## src/rtl/hazard_scheduler_pkg.sv

```systemverilog
`default_nettype none
// ============================================================================
//  Module   : hazard_scheduler_pkg
//  Purpose  : Shared definitions for the pipeline hazard scheduler:
//             forwarding select codes, the register-zero number and the
//             shadow pipeline record layout.
//  Revision : 1.0 - initial release
// ============================================================================
package hazard_scheduler_pkg;

    localparam int          REG_W    = 5;
    localparam logic [4:0]  REG_ZERO = 5'd0;

    // EX operand source selects
    localparam logic [1:0]  FWD_REG  = 2'd0;
    localparam logic [1:0]  FWD_MEM  = 2'd1;
    localparam logic [1:0]  FWD_WB   = 2'd2;

    // Shadow copy of the hazard-relevant fields of one pipeline stage
    typedef struct packed {
        logic             valid;
        logic [REG_W-1:0] dest;
        logic             reg_write;
        logic             mem_to_reg;
        logic [REG_W-1:0] rs;
        logic [REG_W-1:0] rt;
        logic             uses_rs;
        logic             uses_rt;
    } stage_rec_t;

endpackage : hazard_scheduler_pkg
`default_nettype wire

```

## src/rtl/hazard_match.sv

```systemverilog
`default_nettype none
// ============================================================================
//  Module   : hazard_match
//  Purpose  : Compares one producer record against one consumer source
//             register. A match needs a valid producer that writes a
//             non-zero register equal to a source the consumer really reads.
//  Ports    : rec_valid, rec_reg_write, rec_dest - producer record fields
//             src, src_used                       - consumer source operand
//             match                               - dependency detected
//  Revision : 1.0 - initial release
// ============================================================================
module hazard_match
    import hazard_scheduler_pkg::*;
(
    input  logic             rec_valid,
    input  logic             rec_reg_write,
    input  logic [REG_W-1:0] rec_dest,
    input  logic [REG_W-1:0] src,
    input  logic             src_used,
    output logic             match
);

    assign match = rec_valid && rec_reg_write && src_used &&
                   (rec_dest != REG_ZERO) && (rec_dest == src);

endmodule : hazard_match
`default_nettype wire

```

## src/rtl/hazard_scheduler.sv

```systemverilog
`default_nettype none
// ============================================================================
//  Module   : hazard_scheduler
//  Purpose  : Hazard detection / forwarding control for a 5-stage pipeline.
//             Keeps shadow records of EX, MEM and WB, produces stall and
//             flush controls for IF/ID and ID/EX, EX operand forwarding
//             selects and a saturating stall-cycle counter.
//  Config   : HAZARD_FORWARDING_EN - defined: forwarding with load-use and
//             JR stalls only; undefined: no forwarding, any EX/MEM
//             dependency of the ID instruction stalls.
//  Ports    : clk, reset (async, active high)
//             id_*          - decoded ID-stage instruction
//             ex_redirect   - taken branch resolved in EX
//             stall_if_id, flush_if_id, flush_id_ex - pipeline controls
//             fwd_a_sel, fwd_b_sel - EX operand source (0 reg, 1 MEM, 2 WB)
//             stall_count   - saturating number of stall cycles
//  Revision : 1.0 - initial release
// ============================================================================
module hazard_scheduler
    import hazard_scheduler_pkg::*;
#(
    parameter int CNT_W = 16
) (
    input  logic             clk,
    input  logic             reset,
    input  logic             id_valid,
    input  logic [REG_W-1:0] id_rs,
    input  logic [REG_W-1:0] id_rt,
    input  logic             id_uses_rs,
    input  logic             id_uses_rt,
    input  logic [REG_W-1:0] id_dest,
    input  logic             id_reg_write,
    input  logic             id_mem_to_reg,
    input  logic             id_jump,
    input  logic             id_jump_reg,
    input  logic             ex_redirect,
    output logic             stall_if_id,
    output logic             flush_if_id,
    output logic             flush_id_ex,
    output logic [1:0]       fwd_a_sel,
    output logic [1:0]       fwd_b_sel,
    output logic [CNT_W-1:0] stall_count
);

    stage_rec_t       r_ex, r_mem, r_wb;
    stage_rec_t       w_id_rec;
    logic [CNT_W-1:0] r_stall_count;

    logic [1:0][REG_W-1:0] w_id_src;
    logic [1:0]            w_id_used;
    logic [1:0]            w_ex_id_m;
    logic [1:0]            w_mem_id_m;
    logic                  w_jr_hazard;
    logic                  w_hazard;
    logic [1:0][1:0]       w_fwd;

    assign w_id_rec = '{valid:      id_valid,
                        dest:       id_dest,
                        reg_write:  id_reg_write,
                        mem_to_reg: id_mem_to_reg,
                        rs:         id_rs,
                        rt:         id_rt,
                        uses_rs:    id_uses_rs,
                        uses_rt:    id_uses_rt};

    // Index 0 is rs, index 1 is rt; an invalid ID slot reads nothing
    assign w_id_src  = {id_rt, id_rs};
    assign w_id_used = {id_valid & id_uses_rt, id_valid & id_uses_rs};

`ifdef HAZARD_FORWARDING_EN
    logic [1:0][REG_W-1:0] w_ex_src;
    logic [1:0]            w_ex_used;
    logic [1:0]            w_mem_ex_m;
    logic [1:0]            w_wb_ex_m;

    assign w_ex_src  = {r_ex.rt, r_ex.rs};
    assign w_ex_used = {r_ex.valid & r_ex.uses_rt, r_ex.valid & r_ex.uses_rs};
`endif

    for (genvar s = 0; s < 2; s++) begin : g_src
        hazard_match u_ex_id (
            .rec_valid     (r_ex.valid),
            .rec_reg_write (r_ex.reg_write),
            .rec_dest      (r_ex.dest),
            .src           (w_id_src[s]),
            .src_used      (w_id_used[s]),
            .match         (w_ex_id_m[s])
        );
        hazard_match u_mem_id (
            .rec_valid     (r_mem.valid),
            .rec_reg_write (r_mem.reg_write),
            .rec_dest      (r_mem.dest),
            .src           (w_id_src[s]),
            .src_used      (w_id_used[s]),
            .match         (w_mem_id_m[s])
        );
`ifdef HAZARD_FORWARDING_EN
        hazard_match u_mem_ex (
            .rec_valid     (r_mem.valid),
            .rec_reg_write (r_mem.reg_write),
            .rec_dest      (r_mem.dest),
            .src           (w_ex_src[s]),
            .src_used      (w_ex_used[s]),
            .match         (w_mem_ex_m[s])
        );
        hazard_match u_wb_ex (
            .rec_valid     (r_wb.valid),
            .rec_reg_write (r_wb.reg_write),
            .rec_dest      (r_wb.dest),
            .src           (w_ex_src[s]),
            .src_used      (w_ex_used[s]),
            .match         (w_wb_ex_m[s])
        );
`endif
    end

    // JR reads its target in ID, so nothing can be forwarded to it: wait
    // until the producer has left both EX and MEM.
    assign w_jr_hazard = id_jump_reg & (w_ex_id_m[0] | w_mem_id_m[0]);

`ifdef HAZARD_FORWARDING_EN
    assign w_hazard = (r_ex.mem_to_reg & (|w_ex_id_m)) | w_jr_hazard;
`else
    // Regfile writes in the first half-cycle, so a WB producer is harmless
    assign w_hazard = (|w_ex_id_m) | (|w_mem_id_m) | w_jr_hazard;
`endif

    // Redirect wins over any stall or jump in the same cycle
    always_comb begin
        stall_if_id = 1'b0;
        flush_if_id = 1'b0;
        flush_id_ex = 1'b0;
        if (!reset) begin
            if (ex_redirect) begin
                flush_if_id = 1'b1;
                flush_id_ex = 1'b1;
            end else if (w_hazard) begin
                stall_if_id = 1'b1;
                flush_id_ex = 1'b1;
            end else if (id_valid && (id_jump || id_jump_reg)) begin
                flush_if_id = 1'b1;
            end
        end
    end

    always_comb begin
        w_fwd = {FWD_REG, FWD_REG};
`ifdef HAZARD_FORWARDING_EN
        if (!reset) begin
            for (int s = 0; s < 2; s++) begin
                // A load result is not ready in MEM; the load-use stall
                // guarantees that case never needs a MEM forward.
                if (w_mem_ex_m[s] && !r_mem.mem_to_reg) begin
                    w_fwd[s] = FWD_MEM;
                end else if (w_wb_ex_m[s]) begin
                    w_fwd[s] = FWD_WB;
                end
            end
        end
`endif
    end

    assign fwd_a_sel = w_fwd[0];
    assign fwd_b_sel = w_fwd[1];

    always_ff @(posedge clk or posedge reset) begin
        if (reset) begin
            r_ex  <= '0;
            r_mem <= '0;
            r_wb  <= '0;
        end else begin
            r_wb  <= r_mem;
            r_mem <= r_ex;
            r_ex  <= flush_id_ex ? '0 : w_id_rec;
        end
    end

    always_ff @(posedge clk or posedge reset) begin
        if (reset) begin
            r_stall_count <= '0;
        end else if (stall_if_id && (r_stall_count != {CNT_W{1'b1}})) begin
            r_stall_count <= r_stall_count + CNT_W'(1);
        end
    end

    assign stall_count = r_stall_count;

    // Record fields not consumed in every build configuration
    logic w_unused_rec;
    assign w_unused_rec = ^{r_ex, r_mem, r_wb, w_mem_id_m};

endmodule : hazard_scheduler
`default_nettype wire
```

## config.mk

```make
export PLATFORM = sky130hd
export DESIGN_NAME = hazard_scheduler
export DESIGN_NICKNAME = d
export VERILOG_FILES = /design/src/rtl/hazard_scheduler_pkg.sv /design/src/rtl/hazard_match.sv /design/src/rtl/hazard_scheduler.sv
export SDC_FILE = /design/constraint.sdc
export NUM_CORES = 1
export LEC_CHECK = 0
export BUFFER_PORTS_ARGS = -buffer_cell sky130_fd_sc_hd__clkbuf_2
export CAP_MARGIN = 20
export CORE_MARGIN = 4
export CORE_UTILIZATION = 50
export CTS_CLUSTER_SIZE = 16
export DETAILED_ROUTE_END_ITERATION = 8
export GPL_ROUTABILITY_DRIVEN = 1
export PLACE_DENSITY = 0.87
export SYNTH_ARGS = -nofsm -noshare
export SYNTH_HDL_FRONTEND = slang
export SYNTH_HIERARCHICAL = 1
export SYNTH_SLANG_ARGS = --single-unit
```

## constraint.sdc

```tcl
create_clock -name clk -period 2.9 [get_ports clk]
set_clock_uncertainty 0.05 [all_clocks]
set_input_delay 0.435 -clock clk [delete_from_list [all_inputs] [get_ports clk]]
set_output_delay 0.435 -clock clk [all_outputs]
set_load 0.03 [all_outputs]
```

# == Word level (Yosys, flattened, before mapping) ==
# Cells that the tools add are included.
# word_totals
elab_cells,50
reg_bits,30
out_inout_bits,23
# classes
bitwise,6
mux,10
n_reduce_logical,21
eq_ne,5
add_sub_neg,1
# ops
cell,n
$eq 5x5->1,4
$mux 20,1
$add 16x1->16 const B,1
$logic_and 1x1->1,16
$ne 16x16->1 const B,1
$reduce_bool 5->1,2
$mux 1,9
$reduce_or 2->1,2
$and 1x1->1,3
$or 1x1->1,3
$logic_or 1x1->1,1

# == Logic depth before layout (Yosys ltp) ==
# Gate-level depths: netlist (run 1).
# logic_depth
word_depth,11
ltp_mapped,7
ltp_nobuf,7

# == Hierarchy ==
# The synthesis (run 1) kept the hierarchy.
# by_module_without_submodules
mod,cells_each,area_each_um2,instances
hazard_scheduler,111,1297.5,1
hazard_match,10,72.6,4

# == Worst setup path before layout (run 1) ==
# OpenSTA, ideal clock, no wires.
# synth_path
path_type,register -> output
startpoint,register r_ex[15] in the netlist's numbering
endpoint,output port flush_if_id
stages_incl_launch_ff,8
arrival_time_ps,2170
n_path_buf,0
setup_slack_ps,245
required_ps,2415
cell_sequence,dfrtp_1 > or4_1 > nor2_1 > nor3_1 > or4_1 > nor2_1 > nor2_1 > nor2_1
# synth_via
elab_chain_cells,9
elab_cells_between_ends,15
cone_classes,eq/ne (2); mux (3); bitwise (4); reduce/logical (6)
# synth_lines
element,line_no,text
start: declaration,hazard_scheduler.sv:45,"stage_rec_t r_ex, r_mem, r_wb;"
start signal: assignment,hazard_scheduler.sv:174,r_ex <= flush_id_ex ? '0 : w_id_rec;
$reduce_bool 5->1,hazard_match.sv:24,(rec_dest != REG_ZERO) && (rec_dest == src);
$logic_and 1x1->1,hazard_match.sv:23,assign match = rec_valid && rec_reg_write && src_used &&
$logic_and 1x1->1 (*),hazard_match.sv:24,
net w_ex_id_m[1],hazard_scheduler.sv:51,logic [1:0] w_ex_id_m;
$reduce_or 2->1 (*),hazard_scheduler.sv:125,assign w_hazard = (|w_ex_id_m) | (|w_mem_id_m) | w_jr_hazard;
$or 1x1->1 (*) (2 in a row),hazard_scheduler.sv:125,
$mux 1 (*),hazard_scheduler.sv:137,end else if (w_hazard) begin
$mux 1 (*),hazard_scheduler.sv:134,if (ex_redirect) begin
$mux 1 (*),hazard_scheduler.sv:133,if (!reset) begin
end: declaration,hazard_scheduler.sv:38,"output logic flush_if_id,"
# Mark *: on every way through the listed nets, which the timed path passes. The rest lies on a longest branch.

# == Final worst setup path (run 1) ==
# layout_path
startpoint,register r_mem[18] in the netlist's numbering
endpoint,output port flush_id_ex
# layout_via
elab_chain_cells,9
elab_cells_between_ends,15
cone_classes,eq/ne (2); mux (3); bitwise (4); reduce/logical (6)
# layout_lines
element,line_no,text
start: declaration,hazard_scheduler.sv:45,
start signal: assignment,hazard_scheduler.sv:173,r_mem <= r_ex;
$reduce_bool 5->1,hazard_match.sv:24,
$logic_and 1x1->1,hazard_match.sv:23,
$logic_and 1x1->1 (*),hazard_match.sv:24,
net w_mem_id_m[1],hazard_scheduler.sv:52,logic [1:0] w_mem_id_m;
$reduce_or 2->1 (*),hazard_scheduler.sv:125,
$or 1x1->1 (*) (2 in a row),hazard_scheduler.sv:125,
$mux 1 (*),hazard_scheduler.sv:137,
$mux 1 (*),hazard_scheduler.sv:134,
$mux 1 (*),hazard_scheduler.sv:133,
end: declaration,hazard_scheduler.sv:39,"output logic flush_id_ex,"
# Marked as above.

==> metrics.md, run 1 <==
| Metric | Value |
|---|---|
| Run status | `complete, but fails checks` |
| Violations in the final reports | `setup timing` |
| Period minus WS final | `2920 ps` |
| First-pass GRT wire length | `5980 um` |
| Die Width | `64.4 um` |
| Clock Power Share | `28.7%` |
| WP data required | `2410 ps` |
| Sw Pwr | `0.000212 W` |
| Gpl congestion | `0.825` |
| Mapped Cells | `151` |
| Total global-route track usage | `19.1%` |
| Initial antenna violation count | `0` |
| Crit Path Max Fanout | `8` |
| CTS hold repair buffers | `0` |
| Core ar. | `3050 um2` |
| CTS buffer count | `5` |
| Worst-path clk slew | `90 ps` |
| Post-synth cell types | `29` |
| Slew HR | `59.4%` |
| Area delta synth->final | `25.5%` |
| Setup crit start kind | `flop` |
| Share of cells above drive strength 1 | `34.1%` |
| Pint | `0.000580 W` |
| Final Max Slew Viols | `0` |
| Max VDD drop | `0.317 mV` |
| Worst r2r path cells | `7` |
| Lkg Pwr | `0.939 nW` |
| CTS tree | `yes` |
| Filler instances | `248` |
| Vias | `1331` |
| Total Wirelength | `3780 um` |
| Crit path arrival time | `2430 ps` |
| Final setup margin | `-18.5 ps` |
| Largest net degree at the start of global routing | `31` |
| Via-to-Cell Ratio | `5.28` |
| H-tree depth | `2` |
| IO Count | `48` |
| Port Buffer Count | `42` |
| Pre-CTS setup slack | `256 ps` |
| 1st-pass router iterations | `4` |
| Post-DP Area | `1850 um2` |
| Max Clk Rate | `0.343 GHz` |
| Critical Path Sink Type | `output pin` |
| Global route overflow | `0` |
| # Max-Cap Violations | `0` |
| Std cell rows | `20` |
| Crit Path Category | `reg2out` |
| Leading cell type in the layout, fill and taps excluded | `clkbuf_2` |
| Final setup violation count | `2` |
| WL/cell | `15.0 um` |
| Post-route ant nets | `0` |
| DP Wirelength | `2620 um` |
| Clk sinks | `30` |
| Synth area leaders | `dfrtp_1 47%, xnor2_1 15%, nand4_1 5.5%` |
| Commonest cells after routing, fill and taps aside | `40 x clkbuf_2, 28 x dfrtp_1, 27 x xnor2_1` |
| Area leader, netlist | `dfrtp_1` |
| Switching Fraction | `26.8%` |
| Setup TNS | `-27.4 ps` |
| Yosys reg bits | `30` |
| Hold Fails Final Rpt | `0` |
| Top-area cell type share of the netlist area | `47.3%` |
| CTS max path bufs | `2` |
| Sequential power share | `56.8%` |
| Final hold slack | `138 ps` |
| DR DRC count | `0` |
| Synth Area per Inst | `10.5 um2` |
| RSZ-0062 raised after global routing | `true` |
| Die height | `64.4 um` |
| Final nets | `234` |
| Die area | `4140 um2` |
| Worst Max-Slew Pin Slew | `604 ps` |
| Min-Delay Path Class | `in2async` |
| Synthesized area | `1590 um2` |
| PwrDens | `397 nW/um2` |
| Synthesis Warnings | `6` |
| Starting Density | `52.0%` |
| Sequential share of the synthesized area | `47.3%` |
| Ant. Diodes | `0` |
| Logic gate share of total power | `14.5%` |
| Final Instance Area | `1990 um2` |
| Vias in the first global route | `1332` |
| Final worst-path cycle share | `101%` |
| Clock latency on the worst-skew pair | `330 ps` |
| DRT iter0 DRCs | `49` |
| Root buf cell | `clkbuf_4` |
-- routing by layer --
metal  track usage, %  up-vias  share of wire, %
met5                0        -                 0
met3             5.27       15               5.2
met2             32.1       38                50
met1             22.7      640                42
li1                 -      638                 -
met4             8.71        0               3.0
-- power by group through the flow --
stage	combinational, W	sequential (W)	clock, W
floorplan	0.0000647	0.000456	0
global placement	0.0000929	0.000457	0
detailed placement	0.0000950	0.000458	0
CTS	0.000104	0.000447	0.000229
global route	0.000127	0.000452	0.000248
finish	0.000115	0.000449	0.000227
-- synth_stat cells --
cell and instances:
and2_1 3, nor2b_1 7, a21boi_0 1, ha_1 1, or2_4 1, nor4_1 2, nor4_2 3, xnor2_1 27
inv_1 5, nand4_1 14, and4_1 2, and3_1 1, mux2_1 1, and4bb_1 1, buf_4 4, nand2b_1 1
o31ai_1 1, nor3b_1 1, or4_4 1, nand2_1 4, conb_1 1, nand4b_1 1, nor3_1 9, xor2_1 7
nor2_1 11, o21ai_0 1, or4_1 5, dfrtp_1 30, nand3_1 5
-- critical path, stage by stage (launching register included) --
cell	delay [ps]
dfrtp_2	420
or4_4	550
nor2_4	120
nor3_2	50
or4_4	550
nor2_1	140
nor2_2	100
clkbuf_8	170
-- through the flow --
stage | util (%) | power, W | std cells
finish | 65.2 | 0.000792 | 252
CTS | 63.3 | 0.000780 | 248
detailed placement | 60.6 | 0.000553 | 238
global placement | 60.6 | 0.000550 | 238
global route | 65.2 | 0.000826 | 252
floorplan | - | 0.000521 | 154
-- kinds of logic after synthesis --
| group | share of synthesized area [%] |
|---|---|
| xor+xnor | 18.8 |
| other cells | 0.236 |
| buf+inv | 3.07 |
| mux | 0.709 |
| fa+ha+maj | 0.788 |
| compound gates | 1.26 |
| flops | 47.3 |
| simple gates | 27.9 |
-- registers in the layout (all words and copies together) (netlist names) --
name,flops
stall_count,16
r_ex,7
r_mem,7
-- layout make-up --
type	instances	area [um2]	share of cell area (%)
timing repair buffer	51	289	14.5
tap	44	55.1	2.76
multi-input combinational	115	831	41.7
inverter	5	18.8	0.942
sequential	30	753	37.8
clock buffer	7	45.0	2.26
-- path summary, 6_finish.rpt --
check | startpoint | end | slack (ps)
worst min-delay path | reset | stall_count[5] | 140
worst max-delay path | r_mem[18] | flush_id_ex | -20
worst max register to register | r_mem[18] | stall_count[1] | 440
max in group asynchronous | reset | r_mem[16] | 2360
min in group clk | id_dest[0] | r_ex[14] | 270
worst min register to register | r_ex[19] | r_mem[19] | 360
-- timing repair --
action                     in CTS  in global routing
pin swaps                       0                  8
gates resized for setup         4                 11
buffers inserted                3                  4
setup endpoints to repair       3                  3
No activity file was read; power rests on OpenSTA's default activity.
==> inputs of run 2 (changes only) <==
--- a/config.mk
+++ b/config.mk
@@ -5,14 +5,14 @@
 export SDC_FILE = /design/constraint.sdc
 export NUM_CORES = 1
 export LEC_CHECK = 0
-export BUFFER_PORTS_ARGS = -buffer_cell sky130_fd_sc_hd__clkbuf_2
 export CAP_MARGIN = 20
 export CORE_MARGIN = 4
 export CORE_UTILIZATION = 50
 export CTS_CLUSTER_SIZE = 16
 export DETAILED_ROUTE_END_ITERATION = 8
+export DONT_BUFFER_PORTS = 1
 export GPL_ROUTABILITY_DRIVEN = 1
-export PLACE_DENSITY = 0.87
+export PLACE_DENSITY = 0.74
 export SYNTH_ARGS = -nofsm -noshare
 export SYNTH_HDL_FRONTEND = slang
 export SYNTH_HIERARCHICAL = 1
==> metrics.md, run 2 (same netlist as run 1, synthesis figures left out) <==
| Metric | Value |
|---|---|
| 1st-pass router iterations | `4 (unchanged)` |
| Core ar. | `3050 um2 (unchanged)` |
| Crit path arrival time | `2400 ps (was 2430 ps)` |
| Worst r2r dst | `stall_count[14] (was stall_count[1])` |
| Clk sinks | `30 (unchanged)` |
| DRT iter0 DRCs | `35 (was 49)` |
| H-tree depth | `2 (unchanged)` |
| DR DRC count | `0 (unchanged)` |
| Min-Delay Path Class | `in2async (unchanged)` |
| Std cell rows | `20 (unchanged)` |
| Clock latency on the worst-skew pair | `310 ps (was 330 ps)` |
| Post-route ant nets | `0 (unchanged)` |
| Via-to-Cell Ratio | `5.53 (was 5.28)` |
| Die height | `64.4 um (unchanged)` |
| Hold Fails Final Rpt | `0 (unchanged)` |
| Gpl congestion | `0.873 (was 0.825)` |
| Setup crit start kind | `flop (unchanged)` |
| Port Buffer Count | `0 (was 42)` |
| Run status | `completed (was complete, but fails checks)` |
| Total Wirelength | `3110 um (was 3780 um)` |
| Die area | `4140 um2 (unchanged)` |
| Worst r2r path cells | `9 (was 7)` |
| Final setup violation count | `0 (was 2)` |
| Non-filler cells, final | `210 (was 252)` |
| WL/cell | `14.8 um (was 15.0 um)` |
| PwrDens | `444 nW/um2 (was 397 nW/um2)` |
| Placed cell count | `196 (was 238)` |
| RSZ-0062 raised after global routing | `true (unchanged)` |
| Lkg Pwr | `0.760 nW (was 0.939 nW)` |
| Root buf cell | `clkbuf_4 (unchanged)` |
| Commonest cells after routing, fill and taps aside | `29 x dfrtp_1, 27 x xnor2_1, 14 x nand4_1 (was 40 x clkbuf_2, 28 x dfrtp_1, 27 x xnor2_1)` |
| Initial antenna violation count | `0 (unchanged)` |
| Crit Path Category | `reg2out (unchanged)` |
| Final nets | `191 (was 234)` |
| IO Count | `48 (unchanged)` |
| Area delta synth->final | `11.7% (was 25.5%)` |
| Leading cell type in the layout, fill and taps excluded | `dfrtp_1 (was clkbuf_2)` |
| Vias in the first global route | `1158 (was 1332)` |
| Flop-to-flop setup slack | `440 ps (about the same)` |
| Crit Path Max Fanout | `4 (was 8)` |
| Slew HR | `60.6% (was 59.4%)` |
| Final Instance Area | `1770 um2 (was 1990 um2)` |
| Max FFs per register | `16 (unchanged)` |
| Pre-CTS setup slack | `289 ps (was 256 ps)` |
| WP data required | `2410 ps (about the same)` |
| Worst-path clk slew | `90 ps (about the same)` |
| # Max-Cap Violations | `0 (unchanged)` |
| CTS tree | `yes (unchanged)` |
| Ant. Diodes | `0 (unchanged)` |
| Vias | `1161 (was 1331)` |
| Period minus WS final | `2880 ps (was 2920 ps)` |
| Final setup margin | `18.1 ps (was -18.5 ps)` |
| First-pass GRT wire length | `5310 um (was 5980 um)` |
| Worst Max-Slew Pin Slew | `590 ps (was 604 ps)` |
| Largest net degree at the start of global routing | `31 (unchanged)` |
| Share of cells above drive strength 1 | `17.5% (was 34.1%)` |
| Die Width | `64.4 um (unchanged)` |
| Final worst-path cycle share | `99.4% (was 101%)` |
| Filler instances | `269 (was 248)` |
| Starting Density | `52.0% (unchanged)` |
| Total global-route track usage | `16.5% (was 19.1%)` |
| Final Max Slew Viols | `0 (unchanged)` |
| Post-DP Area | `1640 um2 (was 1850 um2)` |
| CTS max path bufs | `2 (unchanged)` |
| Fin util | `58.1% (was 65.2%)` |
| Max VDD drop | `0.288 mV (was 0.317 mV)` |
| Critical Path Sink Type | `output pin (unchanged)` |
| Reg-to-reg startpoint | `r_ex[15] (was r_mem[18])` |
| Global route overflow | `0 (unchanged)` |
| CTS buffer count | `5 (unchanged)` |
| Total power | `0.000788 W (was 0.000792 W)` |
| DP Wirelength | `2370 um (was 2620 um)` |
| Max Clk Rate | `0.347 GHz (was 0.343 GHz)` |
-- run 2: worst max path at each step --
stage                  start  slack [ps]     endpoint
floorplan           r_ex[15]         250  flush_if_id
global placement    r_ex[15]         300  flush_if_id
detailed placement  r_ex[15]         290  stall_if_id
CTS                 r_ex[16]           1  flush_if_id
global route        r_ex[17]        -100  flush_if_id
finish              r_ex[17]          20  flush_if_id
-- run 2: metrics by stage --
stage,hold WS [ps],TNS (ps)
2_1_floorplan,323,0
3_3_place_gp,335,0
3_5_place_dp,342,0
4_1_cts,21.0,0
5_1_grt,24.3,-98.7
6_report,19.7,0
-- run 2: routing by layer --
| layer | up-vias | share of wire (%) | track usage (%) | wire length [um] |
|---|---|---|---|---|
| li1 | 560 | - | - | - |
| met1 | 565 | 39 | 18.7 | 1210 |
| met2 | 34 | 52 | 27.7 | 1630 |
| met3 | 2 | 8.1 | 7.91 | 253 |
| met4 | 0 | 0.48 | 4.22 | 15 |
| met5 | - | 0 | 0 | 0 |
-- run 2: cell type report --
cell class | count | area [um2] | area share, %
timing repair buffer | 8 | 60.1 | 3.39
clock inverter | 1 | 5.00 | 0.282
inverter | 5 | 18.8 | 1.06
clock buffer | 7 | 55.1 | 3.11
multi-input combinational | 115 | 827 | 46.6
tap | 44 | 55.1 | 3.11
sequential | 30 | 752 | 42.4
-- run 2: power by group --
part           switching (W)  total (W)  internal, W  leakage [nW]
sequential         0.0000188   0.000451     0.000432         0.379
combinational      0.0000425  0.0000844    0.0000419         0.346
clock               0.000135   0.000253     0.000117        0.0353
-- run 2: repair_timing --
item / CTS / global route
hold endpoints to repair: 0 / 0
hold buffers: 0 / 0
buffers inserted: 1 / 5
pin swaps: 0 / 4
endpoints found under the setup margin: 2 / 3
gates resized for setup: 1 / 9
-- run 2: critical path, stage by stage, from the launching register on --
cell	delay, ps
dfrtp_2	440
or4_4	550
nor2_4	120
nor3_2	50
or4_4	550
nor2_2	90
nor2_1	40
nor2_1	80
buf_4	160
